`src/rtl/fetch_pkg.sv`:
```
// Shared types and constants for the instruction fetch stage.
// Optional performance counters in inst_fetch_q are enabled by defining FETCH_PERF_CNT_EN.
package fetch_pkg;

   // Bytes per instruction word; sequential fetch advances the PC by this much.
   localparam int INSTR_BYTES = 4;

   // Canonical no-op encoding (addi x0, x0, 0) for downstream bubble insertion.
   localparam logic [31:0] NOP_INSTR = 32'h0000_0013;

   localparam int DEF_ADDR_W  = 32;
   localparam int DEF_INSTR_W = 32;

   // Queue entry for the default 32/32 build; the top passes a width-matched
   // struct of the same layout when ADDR_W/INSTR_W are overridden.
   typedef struct packed {
      logic [DEF_ADDR_W-1:0]  pc;
      logic [DEF_INSTR_W-1:0] instr;
   } fetch_entry_t;

   // Saturating 32-bit accumulate used by the performance counters.
   function automatic logic [31:0] sat_inc(input logic [31:0] cnt, input logic [31:0] inc);
      logic [32:0] sum;
      sum = {1'b0, cnt} + {1'b0, inc};
      return sum[32] ? 32'hFFFF_FFFF : sum[31:0];
   endfunction

endpackage

```
`src/rtl/fetch_fifo.sv`:
```
// Circular prefetch buffer of fetch entries: push, pop and clear (clear beats push).
module fetch_fifo
   import fetch_pkg::*;
#(
   parameter int  DEPTH   = 4,
   parameter type entry_t = fetch_entry_t
) (
   input  logic                   clk,
   input  logic                   rst,
   input  logic                   push_i,
   input  logic                   pop_i,
   input  logic                   clear_i,
   input  entry_t                 wdata_i,
   output entry_t                 rdata_o,
   output logic [$clog2(DEPTH):0] count_o,
   output logic                   empty_o,
   output logic                   full_o
);

   localparam int PTR_W = $clog2(DEPTH);
   localparam int CNT_W = PTR_W + 1;

   entry_t           mem_q [DEPTH];
   logic [PTR_W-1:0] wr_ptr_q, wr_ptr_d;
   logic [PTR_W-1:0] rd_ptr_q, rd_ptr_d;
   logic [CNT_W-1:0] count_q, count_d;
   logic             push_ok, pop_ok;

   assign empty_o = (count_q == '0);
   assign full_o  = (count_q == CNT_W'(DEPTH));
   assign push_ok = push_i & ~full_o;
   assign pop_ok  = pop_i & ~empty_o;
   assign rdata_o = mem_q[rd_ptr_q];
   assign count_o = count_q;

   // Next pointer/count: clear wins, otherwise push and pop act independently.
   always_comb begin
      // NOTE: every output gets a default first so no path leaves it unassigned (no latch).
      wr_ptr_d = wr_ptr_q;
      rd_ptr_d = rd_ptr_q;
      count_d  = count_q;
      if (clear_i) begin
         wr_ptr_d = '0;
         rd_ptr_d = '0;
         count_d  = '0;
      end else begin
         if (push_ok) wr_ptr_d = wr_ptr_q + PTR_W'(1);
         if (pop_ok)  rd_ptr_d = rd_ptr_q + PTR_W'(1);
         count_d = count_q + CNT_W'(push_ok) - CNT_W'(pop_ok);
      end
   end

   // Pointer and occupancy registers.
   always_ff @(posedge clk or negedge rst) begin
      // NOTE: sequential state uses non-blocking assignments so all registers update together.
      if (!rst) begin
         wr_ptr_q <= '0;
         rd_ptr_q <= '0;
         count_q  <= '0;
      end else begin
         wr_ptr_q <= wr_ptr_d;
         rd_ptr_q <= rd_ptr_d;
         count_q  <= count_d;
      end
   end

   // Entry storage write port.
   always_ff @(posedge clk) begin
      // NOTE: storage is not reset; occupancy tracking alone decides which entries are meaningful.
      if (push_ok && !clear_i) mem_q[wr_ptr_q] <= wdata_i;
   end

endmodule

```
`src/rtl/inst_fetch_q.sv`:
```
// Fetch stage: PC, imem read issue, redirect handling and a prefetch queue to decode.
// Define FETCH_PERF_CNT_EN to add perf_fetched / perf_dropped / perf_stall counters.
module inst_fetch_q
   import fetch_pkg::*;
#(
   parameter int                ADDR_W   = 32,
   parameter int                INSTR_W  = 32,
   parameter int                IMEM_AW  = 11,
   parameter int                DEPTH    = 4,
   parameter logic [ADDR_W-1:0] RESET_PC = '0
) (
   input  logic               clk,
   input  logic               rst,
   input  logic               fetch_en,
   input  logic               redirect_valid,
   input  logic [ADDR_W-1:0]  redirect_pc,
   output logic               flush,
   output logic [IMEM_AW-1:0] imem_addr,
   output logic               imem_rden,
   input  logic [INSTR_W-1:0] imem_rdata,
   output logic               instr_valid,
   input  logic               instr_ready,
   output logic [INSTR_W-1:0] instr,
   output logic [ADDR_W-1:0]  instr_pc,
   output logic [ADDR_W-1:0]  pc_plus_four
`ifdef FETCH_PERF_CNT_EN
   ,
   output logic [31:0]        perf_fetched,
   output logic [31:0]        perf_dropped,
   output logic [31:0]        perf_stall
`endif
);

   localparam int CNT_W = $clog2(DEPTH) + 1;

   typedef struct packed {
      logic [ADDR_W-1:0]  pc;
      logic [INSTR_W-1:0] instr;
   } entry_t;

   logic [ADDR_W-1:0] pc_q, pc_d;
   logic [ADDR_W-1:0] req_pc_q, req_pc_d;
   logic              pend_q, pend_d;
   logic              issue, push, pop;
   logic [CNT_W-1:0]  fifo_count;
   logic              fifo_empty, fifo_full;
   entry_t            push_entry, head;

   // Credit uses the registered count plus the in-flight read, so a response
   // always has a free slot even if decode does not pop that cycle.
   // Gating with rst keeps the read request low while reset is held.
   assign issue = rst & fetch_en & ~redirect_valid & ~fifo_full
                & ((fifo_count + CNT_W'(pend_q)) < CNT_W'(DEPTH));
   assign push  = pend_q & ~redirect_valid;
   assign pop   = instr_valid & instr_ready;

   assign flush        = redirect_valid;
   assign imem_rden    = issue;
   assign imem_addr    = pc_q[IMEM_AW-1:0];
   assign instr_valid  = ~fifo_empty & ~redirect_valid;
   assign instr        = head.instr;
   assign instr_pc     = head.pc;
   assign pc_plus_four = head.pc + ADDR_W'(INSTR_BYTES);

   assign push_entry = '{pc: req_pc_q, instr: imem_rdata};

   // PC / request bookkeeping: redirect overrides issue and drops the in-flight read.
   always_comb begin
      pc_d     = pc_q;
      req_pc_d = req_pc_q;
      pend_d   = 1'b0;
      if (redirect_valid) begin
         pc_d = redirect_pc & ~ADDR_W'(3);
      end else if (issue) begin
         pc_d     = pc_q + ADDR_W'(INSTR_BYTES);
         req_pc_d = pc_q;
         pend_d   = 1'b1;
      end
   end

   // PC and outstanding-read registers.
   always_ff @(posedge clk or negedge rst) begin
      if (!rst) begin
         pc_q     <= RESET_PC;
         req_pc_q <= RESET_PC;
         pend_q   <= 1'b0;
      end else begin
         pc_q     <= pc_d;
         req_pc_q <= req_pc_d;
         pend_q   <= pend_d;
      end
   end

   fetch_fifo #(
      .DEPTH   (DEPTH),
      .entry_t (entry_t)
   ) u_fifo (
      .clk     (clk),
      .rst     (rst),
      .push_i  (push),
      .pop_i   (pop),
      .clear_i (redirect_valid),
      .wdata_i (push_entry),
      .rdata_o (head),
      .count_o (fifo_count),
      .empty_o (fifo_empty),
      .full_o  (fifo_full)
   );

`ifdef FETCH_PERF_CNT_EN
   logic [31:0] fetched_q, fetched_d;
   logic [31:0] dropped_q, dropped_d;
   logic [31:0] stall_q, stall_d;

   // Counter updates; a redirect drops the in-flight response plus every queued entry.
   always_comb begin
      fetched_d = sat_inc(fetched_q, 32'(push));
      dropped_d = redirect_valid ? sat_inc(dropped_q, 32'(fifo_count) + 32'(pend_q)) : dropped_q;
      stall_d   = sat_inc(stall_q, 32'(instr_valid & ~instr_ready));
   end

   // Performance counter registers.
   always_ff @(posedge clk or negedge rst) begin
      if (!rst) begin
         fetched_q <= '0;
         dropped_q <= '0;
         stall_q   <= '0;
      end else begin
         fetched_q <= fetched_d;
         dropped_q <= dropped_d;
         stall_q   <= stall_d;
      end
   end

   assign perf_fetched = fetched_q;
   assign perf_dropped = dropped_q;
   assign perf_stall   = stall_q;
`endif

endmodule

```
`config.mk`:
```
export PLATFORM = sky130hd
export DESIGN_NAME = inst_fetch_q
export DESIGN_NICKNAME = d
export VERILOG_FILES = /design/src/rtl/fetch_pkg.sv /design/src/rtl/fetch_fifo.sv /design/src/rtl/inst_fetch_q.sv
export SDC_FILE = /design/constraint.sdc
export NUM_CORES = 1
export LEC_CHECK = 0
export CORE_MARGIN = 1
export CORE_UTILIZATION = 35
export DETAILED_ROUTE_END_ITERATION = 8
export SLEW_MARGIN = 10
export SYNTH_ARGS = -nofsm -noshare
export SYNTH_HDL_FRONTEND = slang
export SYNTH_SLANG_ARGS = --single-unit
```
`constraint.sdc`:
```
create_clock -name clk -period 8 [get_ports clk]
set_input_delay 1.6 -clock clk [delete_from_list [all_inputs] [get_ports clk]]
set_output_delay 1.6 -clock clk [all_outputs]
set_load 0.01 [all_outputs]
```
## Word-level counts from Yosys, hierarchy flattened

Memories as Yosys holds them, arrays and structs flattened.
Index checks and enable logic that the tools add are counted.

- Bits in registers: 72
- RAM bits: 256
- Input bits: 69
- Output and inout bits: 110
- Logic and storage cells: 46
- Memories: 1

- $add $sub $neg: 7
- Magnitude comparators: 1
- Equal/unequal tests: 1
- Muxes and demuxes: 11
- Bitwise operators: 12
- Reduce and logical (&&, ||, !) cells: 7

Memories:

| memory | depth | width | rd ports | clocked after Yosys merged registers in | write ports | RTL line | RTL |
|---|---|---|---|---|---|---|---|
| u_fifo.mem_q | 4 | 64 | 1 | 0 | 1 | fetch_fifo.sv:23 | `entry_t mem_q [DEPTH];` |

Operator list:

| kind | count |
|---|---|
| $add A32 B3 Y32 const B | 2 |
| $mux W32 | 2 |
| $and A1 B1 Y1 | 9 |
| $mux W2 | 4 |
| $add A3 B1 Y3 | 2 |
| $reduce_bool A2 Y1 | 3 |
| $add A2 B1 Y2 const B | 2 |
| $mux W1 | 4 |
| $eq A3 B3 Y1 const B | 1 |
| $logic_not A3 Y1 | 1 |
| $lt A3 B3 Y1 const B | 1 |
| $mux W3 | 1 |
| $not A1 Y1 | 3 |
| $sub A3 B1 Y3 | 1 |
| $reduce_and A2 Y1 | 1 |
| $logic_and A1 B1 Y1 | 1 |
| $logic_not A1 Y1 | 1 |

## Depth between registers and ports, before layout

Gate-level depths: netlist of run 1.

- Depth in word-level cells: 7
- Gate-level depth with buffers: 10
- Gate-level depth less buffers: 10

## Modules after synthesis

From an unflattened synthesis of run 1, not the netlist that was laid out.

- Cells, all modules: 821
- Area total of the unflattened synthesis: 13319.0 um2

Modules (own cells, without submodules):

| module | instances | cells an instance | area each (um2) | sequential area each (um2) |
|---|---|---|---|---|
| fetch_fifo | 1 | 382 | 9678.0 | 7862.5 |
| inst_fetch_q | 1 | 439 | 3641.0 | 1526.5 |

## Worst setup path after synthesis of run 1

OpenSTA, ideal clock, no wires.

- Kind: input -> output
- Start point: input port rst
- End point: output port imem_rden
- Arrival time: 2462 ps
- Required time: 6400 ps
- Path slack: 3938 ps
- Stages: 5
- Path buffers: 2
- Cell sequence: nand2_1 > a21oi_1 > and2_1 > clkbuf_1 > buf_2

- Cells in the longest elaborated chain, start to end: 4

Ends and longest elaborated chain:

| element | RTL line | RTL |
|---|---|---|
| start, declared | inst_fetch_q.sv:13 | `input logic rst,` |
| $and A1 B1 Y1 (3 in a row) | inst_fetch_q.sv:52 | `assign issue = rst & fetch_en & ~redirect_valid & ~fifo_full` |
| $and A1 B1 Y1 | inst_fetch_q.sv:53 | `& ((fifo_count + CNT_W'(pend_q)) < CNT_W'(DEPTH));` |
| end, declared | inst_fetch_q.sv:19 | `output logic imem_rden,` |

Every way passes these cells.

## Final worst setup path of run 1

- Start point: register u_fifo.rd_ptr_q[0]
- End point: output port pc_plus_four[28]

- Cells in the longest elaborated chain, start to end: 2

Ends and longest elaborated chain:

| element | RTL line | RTL |
|---|---|---|
| start, declared | fetch_fifo.sv:25 | `logic [PTR_W-1:0] rd_ptr_q, rd_ptr_d;` |
| start signal, assigned | fetch_fifo.sv:62 | `rd_ptr_q <= rd_ptr_d;` |
| $mem_v2 Z4 W64 | - |  |
| $add A32 B3 Y32 | inst_fetch_q.sv:63 | `assign pc_plus_four = head.pc + ADDR_W'(INSTR_BYTES);` |
| end, declared | inst_fetch_q.sv:25 | `output logic [ADDR_W-1:0] pc_plus_four` |

Every way passes these cells.

==> insert_results.sql, run 1 <==
INSERT INTO impl_metrics (metric_group, metric, value, unit) VALUES
('route', 'detail_route.first_pass.iterations', '4', ''),
('route', 'drt.antenna.violating_nets', '0', ''),
('sta', 'rsz_0062_raised_after_global_routing', 'no', ''),
('global_routing', 'track_usage', '14.5', '%'),
('flow_run', 'maxCapViolCount', '0', ''),
('final_layout', 'num_antenna_cells', '0', ''),
('critical_path', 'cp-end-kind', 'output port', ''),
('critical_path', 'timing.critical_path.from_type', 'register', ''),
('synthesis', 'post_synthesis_cells', '734', ''),
('global_routing', 'wire_length_of_the_first_global_routing_pass', '42000', 'um'),
('sta', 'max-slew-margin-rel', '27.0', '%'),
('critical_path', 'required', '6.40', 'ns'),
('critical_path', 'worst-path-max-fanout', '34', ''),
('final_layout', 'fillerInstances', '3215', ''),
('synthesis', 'yosysWarningCount', '0', ''),
('final_layout', 'layout.cells.most_common_list', 'sky130_fd_sc_hd__edfxtp_1, sky130_fd_sc_hd__clkdlybuf4s50_1, sky130_fd_sc_hd__dfrtp_1, sky130_fd_sc_hd__mux4_2, sky130_fd_sc_hd__nand2_1', ''),
('power', 'leak', '5.31', 'nW'),
('global_routing', 'grt_pass1_vias', '7017', ''),
('route', 'num_vias', '6824', ''),
('die', 'floorplan.die.width', '194', 'um'),
('synthesis', 'yosys.cell_types.count', '48', ''),
('synthesis', 'mean_syn_cell_area', '17.6', 'um^2'),
('sta', 'timing_worst_slew_pin_value', '1.09', 'ns'),
('sta', 'setup_viol', '0', ''),
('clock_network', 'worst_setup_hold_path_clk_slew', '0.06', 'ns'),
('critical_path', 'cp_slowest_stage_delay', '0.91', 'ns'),
('clock_network', 'clk_latency', '0.51', 'ns'),
('die', 'start_util', '35.4', '%'),
('placement', 'gpl.final_weighted_congestion', '0.728', ''),
('clock_network', 'cts_hold_buf', '0', ''),
('power', 'worst_ir_drop_vdd', '0.133', 'mV'),
('die', 'core', '36500', 'um^2'),
('global_routing', 'global_route.overflow_total', '0', ''),
('sta', 'final_critical_path_setup_slack', '2.44', 'ns'),
('clock_network', 'cts-htree-levels', '2', ''),
('global_routing', 'number_of_antenna_violations_at_the_first_check_in_global_routing', '0', ''),
('critical_path', 'path_class', 'register to output port', ''),
('route', 'post-route-drc-count', '0', ''),
('sta', 'period_minus_slack', '5.56', 'ns'),
('sta', 'clock_skew', '0.0167', 'ns'),
('die', 'fp_rows', '70', ''),
('die', 'die_height', '194', 'um'),
('power', 'power-per-cell-area', '279', 'nW/um^2'),
('critical_path', 'critical_path.slowest_cell', 'sky130_fd_sc_hd__dfrtp_4', ''),
('final_layout', 'drive_above_1_share', '17.1', '%'),
('sta', 'max_clock_freq', '0.180', 'GHz'),
('critical_path', 'cell_chain_critical_path', 'buf_4 > mux4_2 > nand3_1 > nor2_2 > nand4_1 > xnor2_1 > clkdlybuf4s50_1', ''),
('synthesis', 'synth_area', '12900', 'um^2'),
('final_layout', 'areaGrowthSynthToFinish', '23.8', '%'),
('synthesis', 'postSynthRegisterBits', '316', ''),
('die', 'area_of_the_die', '37800', 'um^2'),
('die', 'top_ports', '179', ''),
('clock_network', 'cts_made_buffers', '35', ''),
('outcome', 'outcome', 'finished, final reports clean', ''),
('clock_network', 'tritoncts', 'built', ''),
('clock_network', 'clkSinkCount', '316', ''),
('synthesis', 'sequential_share_of_the_synthesized_area', '70.7', '%'),
('clock_network', 'postCtsResizedCells', '0', ''),
('clock_network', 'cell_at_the_root_of_the_clock_tree', 'sky130_fd_sc_hd__clkbuf_16', ''),
('min_path', 'worst_hold_path_type', 'register to register', ''),
('route', 'route.detailed.vias_per_inst', '4.88', ''),
('route', 'drt_iter0_markers', '312', ''),
('sta', 'fin_tns_setup', '0', 'ns'),
('critical_path', 'crit_arrival', '3.96', 'ns'),
('sta', 'drv_slew', '0', ''),
('sta', 'hold_violations', '0', ''),
('route', 'wire_per_inst', '19.2', 'um'),
('sta', 'post-route-period-util', '69.5', '%'),
('clock_network', 'post_cts_buffers', '0', ''),
('placement', 'detailedPlacementHpwl', '16800', 'um'),
('global_routing', 'grt_max_degree', '67', ''),
('final_layout', 'final_common_cell', 'sky130_fd_sc_hd__edfxtp_1', ''),
('placement', 'port-buffer-count', '170', ''),
('final_layout', 'design.final.nets', '985', ''),
('clock_network', 'clock_tree.buffer_depth', '3', ''),
('route', 'drt_wl_total', '26800', 'um'),
('placement', 'dp_slack', '2.70', 'ns');
[worst max-delay path, delay by kind of cell, from the launching register on]
kind                   cells  cell delay (ns)
multiplexers               1             0.42
AND/OR/NAND/NOR            3             0.63
flip-flops                 1             0.91
buffers and inverters      2             1.27
XOR/XNOR                   1             0.18
[cells by family (layout without fill, tap and decap cells)]
family                     Yosys count  after routing  share of synthesized area [%]
and+or+nand+nor                    158            158                           6.63
AOI/OAI and AO/OA                   39             39                           1.71
DFF                                316            316                           70.7
buffers and inverters               59            251                           2.57
adders and majority gates            9              9                          0.928
muxes                               93             93                           13.5
other                                1              6                         0.0290
xor gates and xnor gates            59             59                           3.99
[worst paths after layout]
| path | from | endpoint | slack, ns | cells after the start |
|---|---|---|---|---|
| max | u_fifo.rd_ptr_q[0]$_DFFE_PN0P_ | pc_plus_four[28] | 2.44 | 7 |
| min reg2reg | req_pc_q[9]$_DFFE_PN0P_ | u_fifo.mem_q[1][41]$_DFFE_PP_ | 0.52 | 0 |
| min in group asynchronous | rst | pc_q[17]$_DFFE_PN0N_ | 1.00 | 1 |
| max reg2reg | pc_q[6]$_DFFE_PN0N_ | pc_q[28]$_DFFE_PN0N_ | 5.65 | 5 |
| max in group asynchronous | rst | u_fifo.rd_ptr_q[0]$_DFFE_PN0P_ | 5.92 | 2 |
| min | req_pc_q[9]$_DFFE_PN0P_ | u_fifo.mem_q[1][41]$_DFFE_PP_ | 0.52 | 0 |
[per-layer routing]
metal / global-route usage, % / share of wire (%) / up-vias
li1: - / - / 3166
met1: 19.8 / 46 / 3444
met2: 23.5 / 47 / 168
met3: 3.18 / 4.9 / 46
met4: 3.70 / 1.9 / 0
met5: 0 / 0 / -
[cell usage after synthesis (all sizes together)]
library cell,number,area share (%)
or3,1,0.048
nand2b,1,0.048
mux2i,1,0.077
a31oi,3,0.14
a31o,1,0.068
a211oi,1,0.058
or2,1,0.048
or3b,1,0.068
edfxtp,248,58
conb,1,0.029
buf,33,1.8
fa,1,0.15
clkbuf,12,0.35
ha,8,0.77
nor2b,1,0.048
a2111o,1,0.087
and4,7,0.47
nor4,4,0.31
o21ai,28,1.1
and2b,1,0.058
xnor2,40,2.7
nand2,47,1.4
nand3,22,0.85
and2,8,0.39
o31ai,1,0.058
xor2,19,1.3
mux4,62,11
or4,1,0.058
dfrtp,68,13
mux2,30,2.6
nor2,26,0.77
a21oi,2,0.077
nand4,21,1.2
a211o,1,0.068
and3,7,0.34
nor4b,1,0.18
o41ai,1,0.068
inv,14,0.41
nor3,7,0.27
nand3b,1,0.058
[stage by stage]
step / cells / area, um^2 / util, % / total power, W / hold WS (ns)
after floorplan: 739 / 13000 / - / 0.00264 / 0.472
after global placement: 1338 / 15000 / 41.1 / 0.00309 / 0.492
after detailed placement: 1338 / 15000 / 41.1 / 0.00311 / 0.514
after CTS: 1399 / 16000 / 43.9 / 0.00455 / 0.525
after global routing: 1399 / 16000 / 43.9 / 0.00469 / 0.546
final: 1399 / 16000 / 43.9 / 0.00448 / 0.517
[registers in the layout, indices dropped and copies added (netlist names)]
signal,count
u_fifo.count_o,3
req_pc_q,30
pend_q,1
u_fifo.wr_ptr_q,2
pc_q,30
u_fifo.mem_q,248
u_fifo.rd_ptr_q,2
[cell type report]
type                            count  area, um^2  area share (%)
Sequential cell                   316        9150            57.1
Multi-Input combinational cell    364        3490            21.8
Tap cell                          468         586            3.65
Timing Repair Buffer              176        1740            10.8
Clock buffer                       44         920            5.74
Inverter                           14        52.6           0.328
Clock inverter                     17        90.1           0.562
[power by group]
| group | internal [W] | switching [W] | leakage (nW) | total, W |
|---|---|---|---|---|
| clock | 0.000814 | 0.000610 | 0.484 | 0.00142 |
| sequential | 0.00196 | 0.000177 | 3.07 | 0.00213 |
| combinational | 0.000530 | 0.000387 | 1.76 | 0.000917 |
| total | 0.00330 | 0.00117 | 5.31 | 0.00448 |
Power figures use the tool's default switching activity.
==> inputs of run 2 (changes only) <==
==> constraint.sdc (replaced) <==
create_clock -name clk -period 5.1 [get_ports clk]
set_input_delay 1.02 -clock clk [delete_from_list [all_inputs] [get_ports clk]]
set_output_delay 1.02 -clock clk [all_outputs]
set_load 0.01 [all_outputs]
==> run 2 against run 1 <==
  * Power grew 60%
  * Count of clock-buffer cells in the layout grew 7
  * Cell count is essentially flat
  * Sequential share of layout area shrank 0.35 points
  * Worst setup slack lost 2.1 ns
  * Clock skew shrank 0.0058 ns
  * Clock power grew 68%
  * Critical path type unchanged
==> insert_results.sql, run 2 (synthesis results as in run 1) <==
INSERT INTO impl_metrics (metric_group, metric, value, unit) VALUES
('critical_path', 'worst-path-max-fanout', '29', ''),
('critical_path', 'path_class', 'register to output port', ''),
('die', 'area_of_the_die', '37800', 'um^2'),
('route', 'num_vias', '6832', ''),
('sta', 'period_minus_slack', '4.78', 'ns'),
('final_layout', 'num_antenna_cells', '0', ''),
('clock_network', 'worst_setup_hold_path_clk_slew', '0.06', 'ns'),
('clock_network', 'cts_made_buffers', '35', ''),
('sta', 'post-route-period-util', '93.8', '%'),
('min_path', 'worst_hold_path_type', 'primary input to async pin', ''),
('critical_path', 'timing.critical_path.depth', '7', ''),
('die', 'start_util', '35.4', '%'),
('critical_path', 'rr_worst_depth', '5', ''),
('die', 'floorplan.die.width', '194', 'um'),
('final_layout', 'design.final.nets', '987', ''),
('placement', 'detailedPlacementHpwl', '17100', 'um'),
('final_layout', 'multi_input_comb_area', '3490', 'um^2'),
('clock_network', 'tritoncts', 'built', ''),
('clock_network', 'postCtsResizedCells', '0', ''),
('critical_path', 'path_buf_inv', '2', ''),
('critical_path', 'cp-startpoint', 'u_fifo.rd_ptr_q[0]$_DFFE_PN0P_', ''),
('route', 'drt.antenna.violating_nets', '0', ''),
('global_routing', 'wire_length_of_the_first_global_routing_pass', '41700', 'um'),
('route', 'detail_route.first_pass.iterations', '4', ''),
('global_routing', 'track_usage', '14.4', '%'),
('final_layout', 'largest_register_ff_count', '248', ''),
('global_routing', 'grt_max_degree', '66', ''),
('flow_run', 'maxCapViolCount', '0', ''),
('die', 'core', '36500', 'um^2'),
('final_layout', 'drive_above_1_share', '17.1', '%'),
('global_routing', 'global_route.overflow_total', '0', ''),
('placement', 'port-buffer-count', '170', ''),
('final_layout', 'layout.cells.most_common_list', 'sky130_fd_sc_hd__edfxtp_1, sky130_fd_sc_hd__clkdlybuf4s50_1, sky130_fd_sc_hd__dfrtp_1, sky130_fd_sc_hd__mux4_2, sky130_fd_sc_hd__nand2_1', ''),
('clock_network', 'cts_hold_buf', '0', ''),
('critical_path', 'crit_end', 'pc_plus_four[30]', ''),
('sta', 'drv_slew', '0', ''),
('die', 'fp_rows', '70', ''),
('critical_path', 'required', '4.08', 'ns'),
('critical_path', 'regToRegEndpoint', 'pc_q[21]$_DFFE_PN0N_', ''),
('critical_path', 'cp_slowest_stage_delay', '0.81', 'ns'),
('sta', 'max_clock_freq', '0.209', 'GHz'),
('die', 'top_ports', '179', ''),
('power', 'leak', '5.37', 'nW'),
('route', 'drt_iter0_markers', '275', ''),
('sta', 'rsz_0062_raised_after_global_routing', 'no', ''),
('route', 'wire_per_inst', '19.3', 'um'),
('critical_path', 'cell_chain_critical_path', 'buf_4 > mux4_2 > and4_1 > and4_1 > nand3_1 > xnor2_1 > clkdlybuf4s50_1', ''),
('critical_path', 'cp-end-kind', 'output port', ''),
('clock_network', 'clkSinkCount', '316', ''),
('clock_network', 'post_cts_buffers', '0', ''),
('placement', 'dp_slack', '0.758', 'ns'),
('route', 'route.detailed.vias_per_inst', '4.88', ''),
('final_layout', 'biggestRegsByFlops', 'u_fifo.mem_q (248), pc_q (30), req_pc_q (30)', ''),
('route', 'drt_wl_total', '27000', 'um'),
('power', 'power-per-cell-area', '445', 'nW/um^2'),
('global_routing', 'number_of_antenna_violations_at_the_first_check_in_global_routing', '0', ''),
('outcome', 'outcome', 'finished, final reports clean', ''),
('route', 'post-route-drc-count', '0', ''),
('critical_path', 'timing.critical_path.from_type', 'register', ''),
('critical_path', 'crit_arrival', '3.76', 'ns'),
('critical_path', 'startpoint_of_the_worst_slack_reg_to_reg_timing_path', 'pc_q[6]$_DFFE_PN0N_', ''),
('clock_network', 'cell_at_the_root_of_the_clock_tree', 'sky130_fd_sc_hd__clkbuf_16', ''),
('global_routing', 'grt_pass1_vias', '7025', ''),
('final_layout', 'areaGrowthSynthToFinish', '24.6', '%'),
('sta', 'clock_skew', '0.0108', 'ns'),
('power', 'worst_ir_drop_vdd', '0.248', 'mV'),
('final_layout', 'regMostFlops', 'u_fifo.mem_q', ''),
('critical_path', 'critical_path.slowest_cell', 'sky130_fd_sc_hd__dfrtp_4', ''),
('critical_path', 'timing.reg2reg.setup_slack', '2.77', 'ns'),
('clock_network', 'clock_tree.buffer_depth', '3', ''),
('sta', 'timing_worst_slew_pin_value', '1.14', 'ns'),
('final_layout', 'ff_latch_area', '9150', 'um^2'),
('sta', 'max-slew-margin-rel', '23.5', '%'),
('sta', 'fin_tns_setup', '0', 'ns'),
('critical_path', 'most_prevalent_standard_cell_on_the_critical_path', 'sky130_fd_sc_hd__and4_1', ''),
('clock_network', 'clk_latency', '0.51', 'ns'),
('die', 'die_height', '194', 'um'),
('sta', 'hold_violations', '0', ''),
('final_layout', 'fillerInstances', '3186', ''),
('clock_network', 'cts-htree-levels', '2', ''),
('placement', 'gpl.final_weighted_congestion', '0.775', ''),
('critical_path', 'worst_path_dominant_cell_family', 'buffers and inverters', ''),
('final_layout', 'final_common_cell', 'sky130_fd_sc_hd__edfxtp_1', ''),
('sta', 'final_critical_path_setup_slack', '0.318', 'ns'),
('sta', 'setup_viol', '0', '');
run 2: worst min-delay path by stage:
stage,end,slack [ns],cells past startpoint
global route,pc_q[22]$_DFFE_PN0N_,0.45,1
detailed placement,u_fifo.mem_q[0][35]$_DFFE_PP_,0.51,0
finish,pc_q[22]$_DFFE_PN0N_,0.43,1
global placement,u_fifo.mem_q[3][62]$_DFFE_PP_,0.49,0
floorplan,u_fifo.mem_q[0][34]$_DFFE_PP_,0.47,0
CTS,pc_q[21]$_DFFE_PN0N_,0.43,1
run 2: metal layers:
metal | vias up | part of all wire, % | global-route usage (%)
li1 | 3171 | - | -
met1 | 3458 | 46 | 19.8
met2 | 165 | 48 | 23.7
met3 | 38 | 4.3 | 2.57
met4 | 0 | 1.8 | 3.70
met5 | - | 0 | 0
run 2: area by class of cell:
class                      count  area share, %
sequential                   316           56.8
multi-input combinational    364           21.7
timing repair buffer         178           10.9
clock buffer                  51           6.26
tap                          468           3.63
clock inverter                 9          0.512
inverter                      14          0.326
run 2: power by group:
| part | leakage (nW) | total (W) | internal [W] | switching, W |
|---|---|---|---|---|
| Clock | 0.528 | 0.00239 | 0.00143 | 0.000958 |
| Combinational | 1.77 | 0.00146 | 0.000836 | 0.000624 |
| Sequential | 3.07 | 0.00333 | 0.00307 | 0.000259 |
| Total | 5.37 | 0.00718 | 0.00534 | 0.00184 |
run 2: through the flow:
stage                     hold WS, ns  utilization [%]  cells  total power [W]  instance area (um^2)
after floorplan                 0.472                -    739          0.00415                 13000
after detailed placement        0.508             41.2   1340          0.00488                 15000
final                           0.435             44.2   1400          0.00718                 16100
after CTS                       0.428             44.2   1400          0.00728                 16100
after global routing            0.447             44.2   1400          0.00750                 16100
after global placement          0.491             41.2   1340          0.00485                 15000
